$ cat src/rtl/jtag_user_func_ctrl.sv
// Function-select controller for a shared BSCAN USER chain: an instruction scan latches a code,
// the following data scan is steered to the selected user register.
module jtag_user_func_ctrl #(
  parameter int unsigned     NREG     = 4,
  parameter int unsigned     FW       = 4,
  parameter logic [NREG-1:0] CAP_MASK = 4'b0011
) (
  input  logic            DRCK,
  input  logic            RST,
  input  logic            SEL,
  input  logic            TDI,
  input  logic            SHIFT,
  input  logic            CAPTURE,
  input  logic            UPDATE,
  input  logic [NREG-1:0] REG_TDO,
  output logic            TDO,
  output logic [NREG-1:0] FSEL,
  output logic            FCAP,
  output logic            FSH,
  output logic [FW-1:0]   FUNC,
  output logic            ERR
);

  localparam int unsigned CW = $clog2(FW + 2);

  typedef enum logic {StInstr, StData} state_e;

  state_e          state_q, state_d;
  logic [FW-1:0]   sr_q, sr_d;
  logic [FW-1:0]   func_q, func_d;
  logic [CW-1:0]   cnt_q, cnt_d;
  logic            err_q, err_d;
  logic [NREG-1:0] fsel_q, fsel_d;
  logic            fcap_q, fcap_d;
  logic            fsh_q, fsh_d;
  logic [NREG-1:0] code_dec;
  logic            code_ok;

  // Decoding the shift register directly also yields the range check: 1 <= sr <= NREG.
  always_comb begin
    code_dec = '0;
    for (int unsigned i = 0; i < NREG; i++) begin
      code_dec[i] = (sr_q == FW'(i + 1));
    end
    code_ok = |code_dec;
  end

  always_ff @(posedge DRCK) begin
    if (RST) begin
      state_q <= StInstr;
      sr_q    <= '0;
      func_q  <= '0;
      cnt_q   <= '0;
      err_q   <= 1'b0;
      fsel_q  <= '0;
      fcap_q  <= 1'b0;
      fsh_q   <= 1'b0;
    end else begin
      state_q <= state_d;
      sr_q    <= sr_d;
      func_q  <= func_d;
      cnt_q   <= cnt_d;
      err_q   <= err_d;
      fsel_q  <= fsel_d;
      fcap_q  <= fcap_d;
      fsh_q   <= fsh_d;
    end
  end

  always_comb begin
    state_d = state_q;
    sr_d    = sr_q;
    func_d  = func_q;
    cnt_d   = cnt_q;
    err_d   = err_q;
    fsel_d  = fsel_q;
    fcap_d  = fcap_q;
    fsh_d   = fsh_q;
    if (SEL) begin
      case (state_q)
        StInstr: begin
          if (UPDATE) begin
            if (cnt_q == CW'(FW)) begin
              func_d = sr_q;
              if (code_ok) begin
                state_d = StData;
                fsel_d  = code_dec;
                fcap_d  = |(code_dec & CAP_MASK);
                fsh_d   = |(code_dec & ~CAP_MASK);
              end else if (sr_q == '0) begin
                err_d = 1'b0;
              end
            end else begin
              err_d = 1'b1;
            end
          end else if (CAPTURE) begin
            sr_d  = func_q;
            cnt_d = '0;
          end else if (SHIFT) begin
            sr_d = FW'({TDI, sr_q} >> 1);
            if (cnt_q != CW'(FW + 1)) begin
              cnt_d = cnt_q + CW'(1);
            end
          end
        end
        StData: begin
          // Data bits are not counted; the register's own scan owns CAPTURE/SHIFT.
          if (UPDATE) begin
            state_d = StInstr;
            cnt_d   = '0;
            fsel_d  = '0;
            fcap_d  = 1'b0;
            fsh_d   = 1'b0;
          end
        end
        default: state_d = StInstr;
      endcase
    end
  end

  always_comb begin
    TDO = 1'b0;
    if (SEL) begin
      TDO = (state_q == StData) ? |(REG_TDO & fsel_q) : sr_q[0];
    end
  end

  assign FSEL = fsel_q;
  assign FCAP = fcap_q;
  assign FSH  = fsh_q;
  assign FUNC = func_q;
  assign ERR  = err_q;

endmodule

$ cat config.mk
export PLATFORM = sky130hd
export DESIGN_NAME = jtag_user_func_ctrl
export DESIGN_NICKNAME = d
export VERILOG_FILES = /design/src/rtl/jtag_user_func_ctrl.sv
export SDC_FILE = /design/constraint.sdc
export NUM_CORES = 1
export LEC_CHECK = 0
export ABC_CLOCK_PERIOD_IN_PS = 1700
export CORE_MARGIN = 5
export CORE_UTILIZATION = 32
export CTS_BUF_LIST = sky130_fd_sc_hd__clkbuf_8
export DETAILED_ROUTE_END_ITERATION = 8
export PLACE_DENSITY_LB_ADDON = 0.15
export SYNTH_ARGS = -nofsm -noshare
export SYNTH_HDL_FRONTEND = slang
export SYNTH_SLANG_ARGS = --single-unit
$ cat constraint.sdc
create_clock -name DRCK -period 1.7 [get_ports DRCK]
set_input_delay 0.255 -clock DRCK [delete_from_list [all_inputs] [get_ports DRCK]]
set_output_delay 0.255 -clock DRCK [all_outputs]
set_load 0.005 [all_outputs]
==> qor.txt <==
TritonCTS clock tree = done
Max Freq = 651 MHz
Synth Cell Area = 0.00106 mm^2
Initial antenna violation count = 0
Ys async rst share = 0%
IO Pins = 23
Worst min-delay path startpoint = FSEL[3]$_SDFFE_PP0P_
Worst-path fanout max = 3
Pin count of the biggest net entering global routing = 11
Synth warn = 0
Share of layout cells above drive strength 1 = 16.3%
Post-DP HPWL = 1810 um
Fin crit share = 90.3%
CTS sink cnt = 19
GPL Wtd Cong = 0.839
CTS H-Tree Depth = 1
CP required = 1.90 ns
N_diodes = 0
Via-per-instance ratio = 4.69
Slew @ Worst Pin = 0.432 ns
Min-Delay Path Depth = 2
Setup_tns = 0 ns
EDFF count, synth = 0
Largest buffer count on any clock path = 2
RSZ-0062 raised after global routing = no
CP Class = input port to register
# Post-CTS Setup Buffers = 0
FF-to-FF path depth = 7
Cells along the critical path = clkdlybuf4s50_1 -> inv_1 -> ha_1 -> nor2b_1 -> o311ai_0 -> xor2_1 -> nor2_1
Die Width = 67.7 um
Crit-path slowest cell = clkdlybuf4s50_1
Core Util, Final = 44.6%
Slew Limit Fails = 0
Starting Density = 32.4%
CTS buffer count = 3
GRT overflow = 0
Syn nets = 129
Finished Layout Cells = 193
Final-stage net count = 164
Vias in the first global route = 867
Layout area overhead = 37.7%
Placed Cells incl. Taps = 189
Max Cap Violations = 0
Final Hold Vio Count = 0
Worst Setup End Kind = register
Drt first pass iters = 4
Crit path from = UPDATE
Total number of vias = 905
DRT iter0 DRCs = 34
Main synth FF type = dfxtp_1
Worst r2r src = cnt_q[0]$_SDFFE_PP0P_
Peak supply drop = 0.497 mV
Power per cell area = 624 mW/mm^2
Count of input and output buffers = 22
Avg WL per Cell = 12.0 um
CP max stage delay = 0.47 ns
Synth unique cells = 37
DIE AREA = 0.00458 mm^2
Routed Antenna Nets = 0
Post-synthesis register bit count = 19
Place WS = -0.101 ns
Post-Syn Instances = 113
Drc violations = 0
Min cycle time layout = 1.54 ns
Pleak = 0.000577 uW
Std cell rows = 21
Final setup vio count = 0
Slew HR = 70.9%
Startpoint Class = input port
Final WL = 2320 um
Tot GR Track Use = 11.2%
Worst-Skew Late Latency = 0.26 ns
Die Height = 67.7 um
Clock Tree Root = clkbuf_8
Seq/Total Area, Yosys = 35.7%
Avg Inst Size Synth = 9.42 um^2
Global-route wire length before repair = 3870 um
Run status = finished clean
Setup ws final = 0.165 ns
Core region area = 0.00328 mm^2
Clk pin slew, worst setup/hold paths = 0.07 ns
Clock Skew = 0.00695 ns
CP arrival = 1.74 ns
HP Class = register to register
layer usage:
layer | wire (um) | part of all wire, % | global-route usage [%] | vias up
li1 | - | - | - | 465
met1 | 1130 | 49 | 14.3 | 413
met2 | 1020 | 44 | 18.1 | 24
met3 | 158 | 6.8 | 3.83 | 3
met4 | 10 | 0.43 | 2.28 | 0
met5 | 0 | 0 | 0 | -
power breakdown:
part	total, uW	switching [uW]	internal, uW
Sequential	469	14.9	455
Combinational	134	58.6	75.0
Clock	312	151	161
Total	915	225	690
repair_timing:
action                                  in CTS  in global routing
resized for setup                            1                  1
pin swaps                                    0                  2
hold endpoints to repair                     0                  0
endpoints found under the setup margin       1                  4
hold buffers                                 0                  0
path summary, 6_finish.rpt:
| kind | end | slack, ns |
|---|---|---|
| hold reg to reg | FSEL[3]$_SDFFE_PP0P_ | 0.48 |
| setup reg to reg | FSEL[0]$_SDFFE_PP0P_ | 0.17 |
| setup / recovery | cnt_q[2]$_SDFFE_PP0P_ | 0.16 |
| hold / removal | FSEL[3]$_SDFFE_PP0P_ | 0.48 |
synth_stat cells, types with 2 or more instances:
master / number / area, um^2
o211a_1: 2 / 20.0
nand2b_1: 6 / 37.5
inv_1: 5 / 18.8
xor2_1: 2 / 17.5
a21oi_1: 3 / 15.0
a22oi_1: 2 / 15.0
buf_2: 2 / 10.0
nor3_1: 2 / 10.0
nor2_1: 13 / 48.8
dfxtp_1: 19 / 380
buf_6: 2 / 22.5
nand2_1: 7 / 26.3
ha_1: 5 / 62.6
o21ai_0: 2 / 10.0
mux2i_1: 13 / 130
nand3b_1: 2 / 15.0
o21ai_1: 2 / 10.0
nand3_1: 2 / 10.0
a211oi_1: 4 / 30.0
final cells by class:
class                   count  area [um^2]
inverters                   5         18.8
well taps                  46         57.6
clock buffers               3         41.3
multi-input cells          82          621
fillers                   340         1820
flip-flops and latches     19          380
repair buffers             37          344
clock inverters             1         3.75
flip-flops by register name, summed over array words and instances, names as in the netlist:
name	count
sr_q	4
state_q	1
FSH	1
ERR	1
cnt_q	3
FSEL	4
FCAP	1
FUNC	4
kinds of logic (layout without fill, tap and decap cells):
logic type	Yosys count	in the layout	synth area share, %
AND/OR/NAND/NOR	40	40	21.7
buffers and inverters	12	46	6.23
adder cells (fa/ha/maj)	5	5	5.88
AO/OA/AOI/OAI	21	21	15.7
XOR/XNOR	3	3	2.47
flip-flops	19	19	35.7
multiplexers	13	13	12.2
placed cells by master, fill, tap and decap left out, types with 3 or more instances in the layout:
cell type	instances
clkdlybuf4s50_1	21
nor2_1	13
dfxtp_1	19
nand2_1	6
a21oi_1	3
buf_4	14
inv_1	6
ha_1	5
clkbuf_8	3
a211oi_1	4
nand2b_1	6
mux2i_1	13
worst max-delay path, delay by kind of cell:
| kind | cells | cell delay, ns |
|---|---|---|
| AO/OA/AOI/OAI | 1 | 0.20 |
| XOR/XNOR | 1 | 0.17 |
| adder cells (fa/ha/maj) | 1 | 0.29 |
| buffers and inverters | 2 | 0.53 |
| AND/OR/NAND/NOR | 2 | 0.29 |
stage by stage:
step                      power, uW  hold slack, ns  cell area [um^2]
after floorplan                 551           0.465              1060
after global placement          611           0.462              1420
after detailed placement        613           0.474              1420
after CTS                       928           0.488              1460
after global routing            956           0.519              1470
final                           915           0.482              1470
(Power assumes the default switching activity.)
